**src/rtl/sap_cpu_param.sv**
```systemverilog
`default_nettype none
// ============================================================================
// Module   : sap_cpu_param
// Purpose  : Parametrised SAP-style accumulator CPU with internal RAM.
//            A single shared RAM port is used for program loading (IDLE only),
//            instruction/operand fetch and STA writes. Instructions take
//            4, 5 or 6 T-states and return to T1 (run=1) or IDLE (run=0).
// Revision : 1.0  initial release
// ----------------------------------------------------------------------------
// Ports
//   clk, rst          clock (rising edge), asynchronous active-high reset
//   run               1 = execute, 0 = stop at the next instruction boundary
//   prog_we/addr/data RAM load port, honoured only in IDLE
//   out_data/valid    OUT register and its one-cycle update strobe
//   halted            high while in HALT
//   acc, pc, flags    architectural state, flags = {C,Z}
//   state             0 IDLE, 1..6 T1..T6, 7 HALT
// ============================================================================
module sap_cpu_param #(
  parameter int DW = 8,
  parameter int AW = 4
) (
  input  logic          clk,
  input  logic          rst,
  input  logic          run,
  input  logic          prog_we,
  input  logic [AW-1:0] prog_addr,
  input  logic [DW-1:0] prog_data,
  output logic [DW-1:0] out_data,
  output logic          out_valid,
  output logic          halted,
  output logic [DW-1:0] acc,
  output logic [AW-1:0] pc,
  output logic [1:0]    flags,
  output logic [2:0]    state
);

  localparam int OPW   = DW - AW;
  localparam int DEPTH = 1 << AW;

  localparam logic [3:0] OP_LDA = 4'd0;
  localparam logic [3:0] OP_ADD = 4'd1;
  localparam logic [3:0] OP_SUB = 4'd2;
  localparam logic [3:0] OP_STA = 4'd3;
  localparam logic [3:0] OP_LDI = 4'd4;
  localparam logic [3:0] OP_JMP = 4'd5;
  localparam logic [3:0] OP_JC  = 4'd6;
  localparam logic [3:0] OP_JZ  = 4'd7;
  localparam logic [3:0] OP_NOP = 4'd8;
  localparam logic [3:0] OP_OUT = 4'd14;
  localparam logic [3:0] OP_HLT = 4'd15;

  typedef enum logic [2:0] {
    S_IDLE = 3'd0,
    S_T1   = 3'd1,
    S_T2   = 3'd2,
    S_T3   = 3'd3,
    S_T4   = 3'd4,
    S_T5   = 3'd5,
    S_T6   = 3'd6,
    S_HALT = 3'd7
  } state_t;

  generate
    if (OPW < 4) begin : g_opw_check
      $error("sap_cpu_param: opcode field DW-AW must be at least 4 bits");
    end
  endgenerate

  state_t        state_q, state_d;
  logic [DW-1:0] acc_q, acc_d;
  logic [DW-1:0] b_q, b_d;
  logic [AW-1:0] pc_q, pc_d;
  logic [AW-1:0] mar_q, mar_d;
  logic [DW-1:0] ir_q, ir_d;
  logic          c_q, c_d;
  logic          z_q, z_d;
  logic [DW-1:0] out_q, out_d;
  logic          outv_q, outv_d;

  logic [DW-1:0] mem [DEPTH];
  logic [DW-1:0] ram_rd;
  logic          ram_we;
  logic [AW-1:0] ram_waddr;
  logic [DW-1:0] ram_wdata;

  logic [3:0]    op;
  logic [AW-1:0] operand;
  logic [DW:0]   sum;
  logic [DW-1:0] diff;
  state_t        end_state;

  assign operand = ir_q[AW-1:0];

  // Wide opcode fields decode as NOP whenever any bit above the low four is set.
  generate
    if (OPW > 4) begin : g_op_wide
      assign op = (ir_q[DW-1:AW+4] == '0) ? ir_q[AW+3:AW] : OP_NOP;
    end else begin : g_op_narrow
      assign op = ir_q[AW+3:AW];
    end
  endgenerate

  assign sum       = {1'b0, acc_q} + {1'b0, b_q};
  assign diff      = acc_q - b_q;
  assign end_state = run ? S_T1 : S_IDLE;
  assign ram_rd    = mem[mar_q];

  // The single RAM port: loader in IDLE, STA in T5; reads only in T3/T5.
  always_comb begin
    ram_we    = 1'b0;
    ram_waddr = prog_addr;
    ram_wdata = prog_data;
    if (state_q == S_IDLE && prog_we) begin
      ram_we = 1'b1;
    end else if (state_q == S_T5 && op == OP_STA) begin
      ram_we    = 1'b1;
      ram_waddr = mar_q;
      ram_wdata = acc_q;
    end
  end

  // RAM is deliberately outside the reset domain so a program survives rst.
  always_ff @(posedge clk) begin
    if (ram_we) begin
      mem[ram_waddr] <= ram_wdata;
    end
  end

  always_comb begin
    state_d = state_q;
    acc_d   = acc_q;
    b_d     = b_q;
    pc_d    = pc_q;
    mar_d   = mar_q;
    ir_d    = ir_q;
    c_d     = c_q;
    z_d     = z_q;
    out_d   = out_q;
    outv_d  = 1'b0;
    case (state_q)
      S_IDLE: if (run) state_d = S_T1;
      S_T1: begin
        mar_d   = pc_q;
        state_d = S_T2;
      end
      S_T2: begin
        pc_d    = pc_q + AW'(1);
        state_d = S_T3;
      end
      S_T3: begin
        ir_d    = ram_rd;
        state_d = S_T4;
      end
      S_T4: begin
        state_d = end_state;
        case (op)
          OP_LDA, OP_ADD, OP_SUB, OP_STA: begin
            mar_d   = operand;
            state_d = S_T5;
          end
          OP_LDI: acc_d = {{OPW{1'b0}}, operand};
          OP_JMP: pc_d = operand;
          OP_JC:  if (c_q) pc_d = operand;
          OP_JZ:  if (z_q) pc_d = operand;
          OP_OUT: begin
            out_d  = acc_q;
            outv_d = 1'b1;
          end
          OP_HLT: state_d = S_HALT;
          default: ;
        endcase
      end
      S_T5: begin
        state_d = end_state;
        case (op)
          OP_LDA: acc_d = ram_rd;
          OP_ADD, OP_SUB: begin
            b_d     = ram_rd;
            state_d = S_T6;
          end
          default: ;
        endcase
      end
      S_T6: begin
        state_d = end_state;
        if (op == OP_ADD) begin
          acc_d = sum[DW-1:0];
          c_d   = sum[DW];
          z_d   = (sum[DW-1:0] == '0);
        end else begin
          acc_d = diff;
          c_d   = (acc_q >= b_q);   // C means "no borrow" for SUB
          z_d   = (diff == '0);
        end
      end
      S_HALT: if (!run) state_d = S_IDLE;
      default: state_d = S_IDLE;
    endcase
  end

  always_ff @(posedge clk or posedge rst) begin
    if (rst) begin
      state_q <= S_IDLE;
      acc_q   <= '0;
      b_q     <= '0;
      pc_q    <= '0;
      mar_q   <= '0;
      ir_q    <= '0;
      c_q     <= 1'b0;
      z_q     <= 1'b0;
      out_q   <= '0;
      outv_q  <= 1'b0;
    end else begin
      state_q <= state_d;
      acc_q   <= acc_d;
      b_q     <= b_d;
      pc_q    <= pc_d;
      mar_q   <= mar_d;
      ir_q    <= ir_d;
      c_q     <= c_d;
      z_q     <= z_d;
      out_q   <= out_d;
      outv_q  <= outv_d;
    end
  end

  assign out_data  = out_q;
  assign out_valid = outv_q;
  assign halted    = (state_q == S_HALT);
  assign acc       = acc_q;
  assign pc        = pc_q;
  assign flags     = {c_q, z_q};
  assign state     = state_q;

endmodule
`default_nettype wire

```
**config.mk**
```make
export PLATFORM = sky130hd
export DESIGN_NAME = sap_cpu_param
export DESIGN_NICKNAME = d
export VERILOG_FILES = /design/src/rtl/sap_cpu_param.sv
export SDC_FILE = /design/constraint.sdc
export NUM_CORES = 1
export LEC_CHECK = 0
export CAP_MARGIN = 40
export CORE_UTILIZATION = 54
export DETAILED_ROUTE_END_ITERATION = 8
export GPL_TIMING_DRIVEN = 0
export PLACE_DENSITY = 0.76
export SYNTH_ARGS = -nofsm -noshare
export SYNTH_HDL_FRONTEND = slang
export SYNTH_SLANG_ARGS = --single-unit
```
**constraint.sdc**
```tcl
create_clock -name clk -period 2.59 [get_ports clk]
set_input_delay 0.259 -clock clk [delete_from_list [all_inputs] [get_ports clk]]
set_output_delay 0.259 -clock clk [all_outputs]
set_load 0.05 [all_outputs]
```
==> flow_summary.toml, run 1 <==
[grt]
grt_max_degree = 37
grt_overflow_total = 0
track_usage_pct = 27.2
grt_pass1_wl_um = 31500
grt_pass1_vias = 5539
antenna_found_initial = 0

[sta]
max_freq_mhz = 396
slew_headroom_pct = 41.7
skew_ns = 0.00794
fin_crit_sh_pct = 97.4
whs_ns = 0.0810
setup_viol = 0
hold_viol = 0
fin_ws_ns = 0.0674
finalMaxSlewViolations = 0
tightest_slew_ns = 0.874
rsz0062_at_grt = "false"
min_period_ns = 2.52

[clocking]
clk_latency_ns = 0.42
hold_buffers = 0
cts.sinks = 174
clock-root-buffer = "clkbuf_16"
h-tree-depth = 4
cts_buffers = 17
clk_path_buf_depth = 2
clkTransAtPathRegs_ns = 0.07
cts_tree = "built"

[placement]
hpwl_um = 12900
port_buffers = 42
dp_slack_ns = -0.517
dpl_cell_area_mm2 = 0.00889
dp.cells = 797
place_congestion = 0.936

[worst_hold_path]
min_path_type = "in2async"

[route]
avgViaCountPerCell = 6.23
first_iter_violations = 562
drc = 2
ant_nets = 0
vias = 5318
wl_per_cell_um = 23.3
drt_wl_total_um = 19900
drt_first_pass_iters = 6

[yosys]
synthCells = 567
yosys.area.top_type_share_pct = 47.1
synth.avg_cell_area_um2 = 14.4
synth_seq_cells = 174
synth_area_mm2 = 0.00817
syn_nets = 603
ys_seq_area_share_pct = 61.2
synth_area_leaders = "edfxtp_1 (47%), dfrtp_1 (14%), mux4_2 (8.0%), mux2_2 (4.1%), ha_1 (2.8%)"
async_flop_share_pct = 26.4
synthFlopType = "edfxtp_1"
synth_edf_count = 128
synth_cell_types = 62
synth_top_area_cell = "edfxtp_1"
synth_warnings = 0

[worst_setup_path]
critPathTopFamily = "simple AND/OR/NAND/NOR gates"
r2r_end = "mem[6][3]"
required_ns = 2.73
critPathKind = "reg2reg"
path_depth = 8
cp_max_fo = 10
r2r_slack_ns = 0.07
max_stage_delay_ns = 0.54
endpoint = "mem[6][3]"
reg2reg_from = "state[1]"
rr_worst_depth = 8
crit_path_start_kind = "flip-flop"
worstSetupEndpointType = "flip-flop"
startpoint = "state[1]"
crit_arrival_ns = 2.66
crit_buf_inv = 3
critical-path-slowest-cell = "or4_4"
cp_cell_sequence = "inv_4 -> nand3_2 -> or4_4 -> buf_6 -> nor3b_4 -> a31oi_4 -> nor2_4 -> buf_4"

[floorplanning]
chipWidth_um = 125
chipHeight_um = 125
fp.dieArea_mm2 = 0.0156
initial_utilization_pct = 55.8
io_pins = 43
fp.coreArea_mm2 = 0.0146
rows = 44

[job]
maxCapViolations = 0

[power]
p_per_area_mw_per_mm2 = 1120
p_total_mw = 11.3
p_leak_nw = 3.71
vdd_drop_max_mv = 0.574

[outcome]
violations = "DRC"
status = "finished, violations left"

[final_layout]
areaGrowthSynthToFinish_pct = 23.0
final_cell_area_mm2 = 0.0100
drive_gt1_share_pct = 27.8
antenna_cells = 0
nets = 693
final_cells = 854
-- layer usage --
| metal | routed length [um] | vias to the layer above | share of wire [%] | track usage [%] |
|---|---|---|---|---|
| li1 | - | 2364 | - | - |
| met1 | 8120 | 2732 | 41 | 34.2 |
| met2 | 10500 | 184 | 53 | 47.3 |
| met3 | 948 | 38 | 4.8 | 5.48 |
| met4 | 375 | 0 | 1.9 | 9.83 |
| met5 | 0 | - | 0 | 0 |
-- Yosys cell counts (3+ instances only) --
| cell type | n |
|---|---|
| a21oi_1 | 22 |
| a22oi_1 | 7 |
| mux2_2 | 30 |
| and3_1 | 5 |
| nor3b_1 | 3 |
| ha_1 | 18 |
| edfxtp_1 | 128 |
| xnor2_1 | 8 |
| o21ai_0 | 14 |
| nor3_1 | 7 |
| mux4_1 | 8 |
| xor2_1 | 3 |
| nor2b_1 | 3 |
| dfrtp_1 | 46 |
| o21ai_1 | 3 |
| o31ai_1 | 6 |
| nand3b_1 | 3 |
| nand2b_1 | 4 |
| clkbuf_1 | 12 |
| a211oi_1 | 5 |
| nand2_1 | 45 |
| nor2_1 | 48 |
| mux4_2 | 29 |
| buf_2 | 12 |
| inv_1 | 20 |
| o22ai_1 | 5 |
| nand3_1 | 6 |
| a31oi_1 | 13 |
| a21o_1 | 6 |
-- sequential cells by signal, indices dropped and copies added, names as in the netlist --
| name | cells |
|---|---|
| z_q | 1 |
| out_data | 8 |
| mem | 128 |
| b_q | 8 |
| c_q | 1 |
| out_valid | 1 |
| pc | 4 |
| ir_q | 8 |
| mar_q | 4 |
| acc | 8 |
| state | 3 |
-- layout by cell type (no fill, tap or decap), types with 6 or more instances in the layout --
master and count:
edfxtp_1 128, nand2_1 45, dfrtp_1 45, clkdlybuf4s50_1 41, nor2_1 30, mux2_2 30, mux4_2 29, buf_4 22
a21oi_1 19, inv_1 18, ha_1 18, clkbuf_16 18, nor2_4 17, o21ai_0 13, buf_2 10, buf_12 10
clkbuf_1 9, a31oi_1 9, xnor2_1 8, mux4_1 8, a22oi_1 7, nor3_1 6, a21o_1 6, o31ai_1 6
-- kinds of logic after synthesis --
family                     count (synthesis)  share of synthesized area (%)
AOI/OAI and AO/OA                        100                           8.07
xor gates and xnor gates                  11                           1.18
adders and majority gates                 20                           3.25
buffers and inverters                     52                           3.19
DFF                                      174                           61.2
muxes                                     69                           15.0
and+or+nand+nor                          141                           8.21
-- where the power goes --
group | switching, mW | total [mW] | internal [mW]
combinational | 2.98 | 5.07 | 2.09
clock | 1.03 | 2.47 | 1.44
sequential | 0.403 | 3.74 | 3.34
-- layout make-up --
class	count	area [um^2]
Timing Repair Buffer	73	768
Sequential cell	174	5000
Clock inverter	10	82.6
Fill cell	966	4600
Clock buffer	22	489
Multi-Input combinational cell	341	3210
Inverter	22	85.1
Buffer	28	181
Tap cell	184	230
-- what timing repair did --
item	CTS	global route
pin swaps	16	4
setup buffers	25	2
setup endpoints to repair	131	136
resized for setup	45	20
-- worst reg2reg max path, delay by kind of cell (launching register included) --
kind	cells	cell delay, ns
AOI/OAI and AO/OA	1	0.12
buffers and inverters	3	0.50
DFF	1	0.51
and+or+nand+nor	4	1.11
-- worst min-delay path by stage --
stage                      from           to  cells after the start
floorplan                   run     state[0]                      2
global placement    out_data[3]  out_data[3]                      1
detailed placement  out_data[1]  out_data[1]                      1
CTS                         rst  out_data[0]                      2
global route                rst  out_data[0]                      2
finish                      rst  out_data[0]                      2
-- per-stage QoR --
stage          util, %  setup TNS, ns
2_1_floorplan        -          -2.46
3_3_place_gp      60.4         -36.42
3_5_place_dp      60.7         -41.60
4_1_cts           68.0              0
5_1_grt           68.6              0
6_report          68.6              0
No activity file was read; power rests on OpenSTA's default activity.
==> run 2: changes to the inputs <==
Settings changed: CORE_UTILIZATION 54 to 40, PLACE_DENSITY 0.76 to not set.
Clock period 2.59 ns to 2.7 ns, I/O delays scaled along.
==> run 2 against run 1 <==
Compared with the run above:
- the run now ends clean
- final area shrank 0.27%
- clock skew decreased by 0.0012 ns
- power is 5.1% lower
- hold slack improved by 0.085 ns
- non-clock buffer count rose by 4
- clock power decreased by 4%
- critical path type unchanged
- largest cell class unchanged
- largest power group unchanged
==> flow_summary.toml, run 2 (synthesis results as in run 1) <==
[outcome]
status = "finished, final reports clean"

[grt]
grt_overflow_total = 0
grt_pass1_wl_um = 30100
antenna_found_initial = 0
grt_pass1_vias = 5239
grt_max_degree = 29
track_usage_pct = 19.9

[power]
power_switching_mw = 4.32
power_frac_clock_pct = 22.2
p_leak_nw = 3.68
p_int_mw = 6.39
vdd_drop_max_mv = 0.462
switching_share_pct = 40.3
combPwrFrac_pct = 44.6
p_per_area_mw_per_mm2 = 1070
p_seq_share_pct = 33.2

[sta]
hold_viol = 0
max_freq_mhz = 374
fin_ws_ns = 0.0249
min_period_ns = 2.68
fin_tns_setup_ns = 0
setup_viol = 0
finalMaxSlewViolations = 0
slew_headroom_pct = 52.3
skew_ns = 0.00670
fin_crit_sh_pct = 99.1
tightest_slew_ns = 0.715

[placement]
port_buffers = 42
place_congestion = 0.924
dp.cells = 887
dpl_cell_area_mm2 = 0.00905
dp_slack_ns = -0.420
hpwl_um = 13700

[worst_setup_path]
critical-path-slowest-cell = "or4_4"
cp_max_fo = 10
worstSetupEndpointType = "flip-flop"
max_stage_delay_ns = 0.55
r2r_slack_ns = 0.02
r2r_end = "mem[14][7]"
rr_worst_depth = 9
crit_arrival_ns = 2.82
critPathKind = "reg2reg"
reg2reg_from = "state[1]"
critPathTopFamily = "simple AND/OR/NAND/NOR gates"
cp_cell_sequence = "buf_2 -> inv_4 -> nand3_2 -> or4_4 -> buf_4 -> nor3b_2 -> a31oi_2 -> nor2_2 -> buf_6"
crit_buf_inv = 4
required_ns = 2.85
crit_path_start_kind = "flip-flop"

[floorplanning]
io_pins = 43
fp.coreArea_mm2 = 0.0197
fp.dieArea_mm2 = 0.0210
chipWidth_um = 145
chipHeight_um = 145
initial_utilization_pct = 41.4
rows = 51

[final_layout]
registers.top_by_ff_count = "mem"
final_cell_mix = "edfxtp_1 (128), dfrtp_1 (46), nand2_1 (45)"
final_cell_area_mm2 = 0.0100
areaGrowthSynthToFinish_pct = 22.7
antenna_cells = 0
n_fill_cell = 1642
final_cells = 939
largest_reg_flops = 128
final_common_cell = "edfxtp_1"
drive_gt1_share_pct = 27.7
nets = 697

[clocking]
clk_latency_ns = 0.43
cts.sinks = 174
h-tree-depth = 4
clk_path_buf_depth = 2
clock-root-buffer = "clkbuf_16"
cts_tree = "built"
clkTransAtPathRegs_ns = 0.07
cts_buffers = 17

[route]
drt_wl_total_um = 19600
drc = 0
avgViaCountPerCell = 5.53
vias = 5190
drt_first_pass_iters = 5
wl_per_cell_um = 20.9
ant_nets = 0
first_iter_violations = 350

[job]
maxCapViolations = 0

[worst_hold_path]
min_path_type = "in2async"
[run 2: metal layers]
metal / wire (um) / global-route usage, %
met3: 884 / 3.98
met2: 9690 / 32.5
met1: 8740 / 27.0
met5: 0 / 0
met4: 270 / 5.26
[run 2: what timing repair did]
| item | CTS | global route |
|---|---|---|
| buffers inserted | 14 | 7 |
| endpoints found under the setup margin | 121 | 134 |
| hold buffers | 0 | 0 |
| pin swaps | 11 | 5 |
| gates resized for setup | 26 | 27 |
[run 2: worst max path at each step]
stage          slack [ns]    endpoint      from  cells past startpoint
5_1_grt             -0.09  mem[14][0]  state[1]                      9
3_5_place_dp        -0.42   mem[5][1]  state[1]                      8
4_1_cts            0.0008  mem[14][7]  state[1]                      9
3_3_place_gp        -0.71   mem[6][0]  state[1]                      6
2_1_floorplan       -0.07   mem[2][0]  state[1]                      8
6_report             0.02  mem[14][7]  state[1]                      9
[run 2: per-stage QoR]
stage / power (mW) / util, % / hold WS (ns)
floorplan: 6.92 / - / 0.433
global placement: 8.21 / 45.3 / 0.493
detailed placement: 8.27 / 45.9 / 0.499
CTS: 10.7 / 50.0 / 0.178
global route: 11.3 / 50.8 / 0.208
finish: 10.7 / 50.8 / 0.166
[run 2: power by group through the flow]
stage	registers, mW	logic [mW]	clock network, mW
finish	3.56	4.77	2.37
global route	3.61	5.18	2.51
CTS	3.55	4.72	2.40
detailed placement	3.61	4.66	0
global placement	3.60	4.61	0
floorplan	3.94	2.98	0
[run 2: layout make-up]
class	instances	area (um^2)	share of cell area [%]
plain buffers	29	179	1.79
clock buffers	17	425	4.25
clock inverters	15	144	1.44
inverters	22	85.1	0.849
multi-input cells	341	3120	31.1
flip-flops and latches	174	4990	49.9
well taps	265	332	3.31
repair buffers	76	741	7.39
==> run 3: changes to the inputs <==
Settings changed: CAP_MARGIN 40 to not set, CORE_UTILIZATION 40 to 45.
==> run 3 against run 2 <==
Compared with the run above:
- the run now ends with setup timing left
- highest routed layer unchanged
- clock-buffer cell count grew 1
- wire length down 1.7%
- clock skew barely moved
- maximum frequency down 3.6%
- largest cell class unchanged
- first-iteration DRC count is 15% higher
- final area is 0.46% lower
- cell count down 5.9%
- utilization grew 6.1 points
- sequential share of layout area up 0.23 points
- via count decreased by 0.89%
- worst setup slack got worse by 0.10 ns
- largest power group unchanged
==> flow_summary.toml, run 3 (synthesis results as in run 1) <==
[outcome]
status = "finished, violations left"
violations = "setup timing"

[placement]
port_buffers = 42
dp.cells = 835
hpwl_um = 13200
place_congestion = 0.836

[worst_setup_path]
r2r_end = "mem[9][0]"
critPathKind = "reg2reg"
worstSetupEndpointType = "flip-flop"
cp_max_fo = 10
rr_worst_depth = 9
reg2reg_from = "state[1]"
r2r_slack_ns = -0.08
crit_arrival_ns = 2.92
crit_path_start_kind = "flip-flop"
required_ns = 2.84

[floorplanning]
initial_utilization_pct = 46.6
fp.dieArea_mm2 = 0.0187
chipHeight_um = 137
chipWidth_um = 137
rows = 48
fp.coreArea_mm2 = 0.0175
io_pins = 43

[final_layout]
drive_gt1_share_pct = 24.4
nets = 683
final_common_cell = "edfxtp_1"
registers.top_by_ff_count = "mem"
final_cell_mix = "edfxtp_1 (128), dfrtp_1 (46), nand2_1 (45)"
final_cells = 884
largest_reg_flops = 128
antenna_cells = 0
areaGrowthSynthToFinish_pct = 22.1
fin_util_pct = 56.9

[grt]
grt_pass1_vias = 5080
track_usage_pct = 21.7
antenna_found_initial = 0
grt_pass1_wl_um = 29100
grt_max_degree = 29
grt_overflow_total = 0

[clocking]
clk_path_buf_depth = 2
clk_latency_ns = 0.42
hold_buffers = 0
cts_buffers = 17
clock-root-buffer = "clkbuf_16"
cts_tree = "built"
h-tree-depth = 4
clkTransAtPathRegs_ns = 0.06
cts.sinks = 174

[sta]
max_freq_mhz = 360
whs_ns = 0.168
setup_viol = 80
min_period_ns = 2.78
hold_viol = 0
skew_ns = 0.00672
fin_ws_ns = -0.0750
slew_headroom_pct = 37.3
finalMaxSlewViolations = 0
tightest_slew_ns = 0.936
fin_crit_sh_pct = 103
rsz0062_at_grt = "true"

[power]
p_seq_share_pct = 33.2
combPwrFrac_pct = 44.9
vdd_drop_max_mv = 0.667
p_leak_nw = 3.60
power_switching_mw = 4.15
p_total_mw = 10.7
power_frac_clock_pct = 21.9
switching_share_pct = 38.9
p_int_mw = 6.51
p_per_area_mw_per_mm2 = 1070

[route]
drt_wl_total_um = 19200
first_iter_violations = 402
vias = 5144
avgViaCountPerCell = 5.82
wl_per_cell_um = 21.8
drt_first_pass_iters = 5
ant_nets = 0
drc = 0

[job]
maxCapViolations = 0

[worst_hold_path]
min_path_type = "in2async"
==> run 3: cell type report <==
class | instances | area [um^2]
Tap cell | 225 | 282
Inverter | 22 | 82.6
Clock inverter | 13 | 125
Clock buffer | 18 | 429
Sequential cell | 174 | 4990
Timing Repair Buffer | 62 | 769
Buffer | 29 | 174
Multi-Input combinational cell | 341 | 3120
Fill cell | 1370 | 7560
==> run 3: power by group through the flow <==
stage,logic [mW],clock network (mW),registers (mW)
after floorplan,2.98,0,3.94
after global routing,5.20,2.48,3.59
after CTS,4.72,2.37,3.53
after global placement,4.60,0,3.58
final,4.78,2.33,3.54
after detailed placement,4.65,0,3.59
==> run 3: worst max-delay path, stage by stage, from the launching register on <==
cell and delay [ns]:
dfrtp_1 0.37, buf_2 0.19, inv_2 0.14, nand3_1 0.18, or4_4 0.54, buf_2 0.22, nor2_1 0.18, a21oi_1 0.29
nor2_4 0.21, buf_4 0.16
==> run 3: per-stage QoR <==
| step | worst slack (ns) | instance area, um^2 | TNS [ns] |
|---|---|---|---|
| global placement | -0.616 | 8880 | -41.58 |
| floorplan | -0.0657 | 8180 | -4.19 |
| CTS | -0.171 | 9650 | -8.65 |
| global route | -0.164 | 9970 | -12.62 |
| detailed placement | -0.442 | 8900 | -36.51 |
| finish | -0.0750 | 9970 | -4.13 |
==> run 3: worst max-delay path by stage <==
stage          startpoint          to  slack [ns]  cells past startpoint
2_1_floorplan    state[1]   mem[2][0]       -0.07                      8
3_3_place_gp     state[1]  mem[14][0]       -0.62                      6
3_5_place_dp     state[1]   mem[2][5]       -0.44                      8
4_1_cts          state[1]  mem[14][6]       -0.17                      8
5_1_grt          state[1]   mem[2][5]       -0.16                      9
6_report         state[1]   mem[9][0]       -0.08                      9
==> run 3: timing repair <==
item                                    CTS  global route
cloned                                    0             0
setup buffers                             7            12
resized for setup                        26            17
pin swaps                                 3            11
endpoints found under the setup margin  145           132
==> run 3: metal layers <==
| layer | GRT usage, % | share of wire, % | vias up |
|---|---|---|---|
| met2 | 36.2 | 52 | 142 |
| met3 | 4.00 | 4.5 | 23 |
| li1 | - | - | 2343 |
| met4 | 7.28 | 1.4 | 0 |
| met5 | 0 | 0 | - |
| met1 | 28.4 | 43 | 2636 |
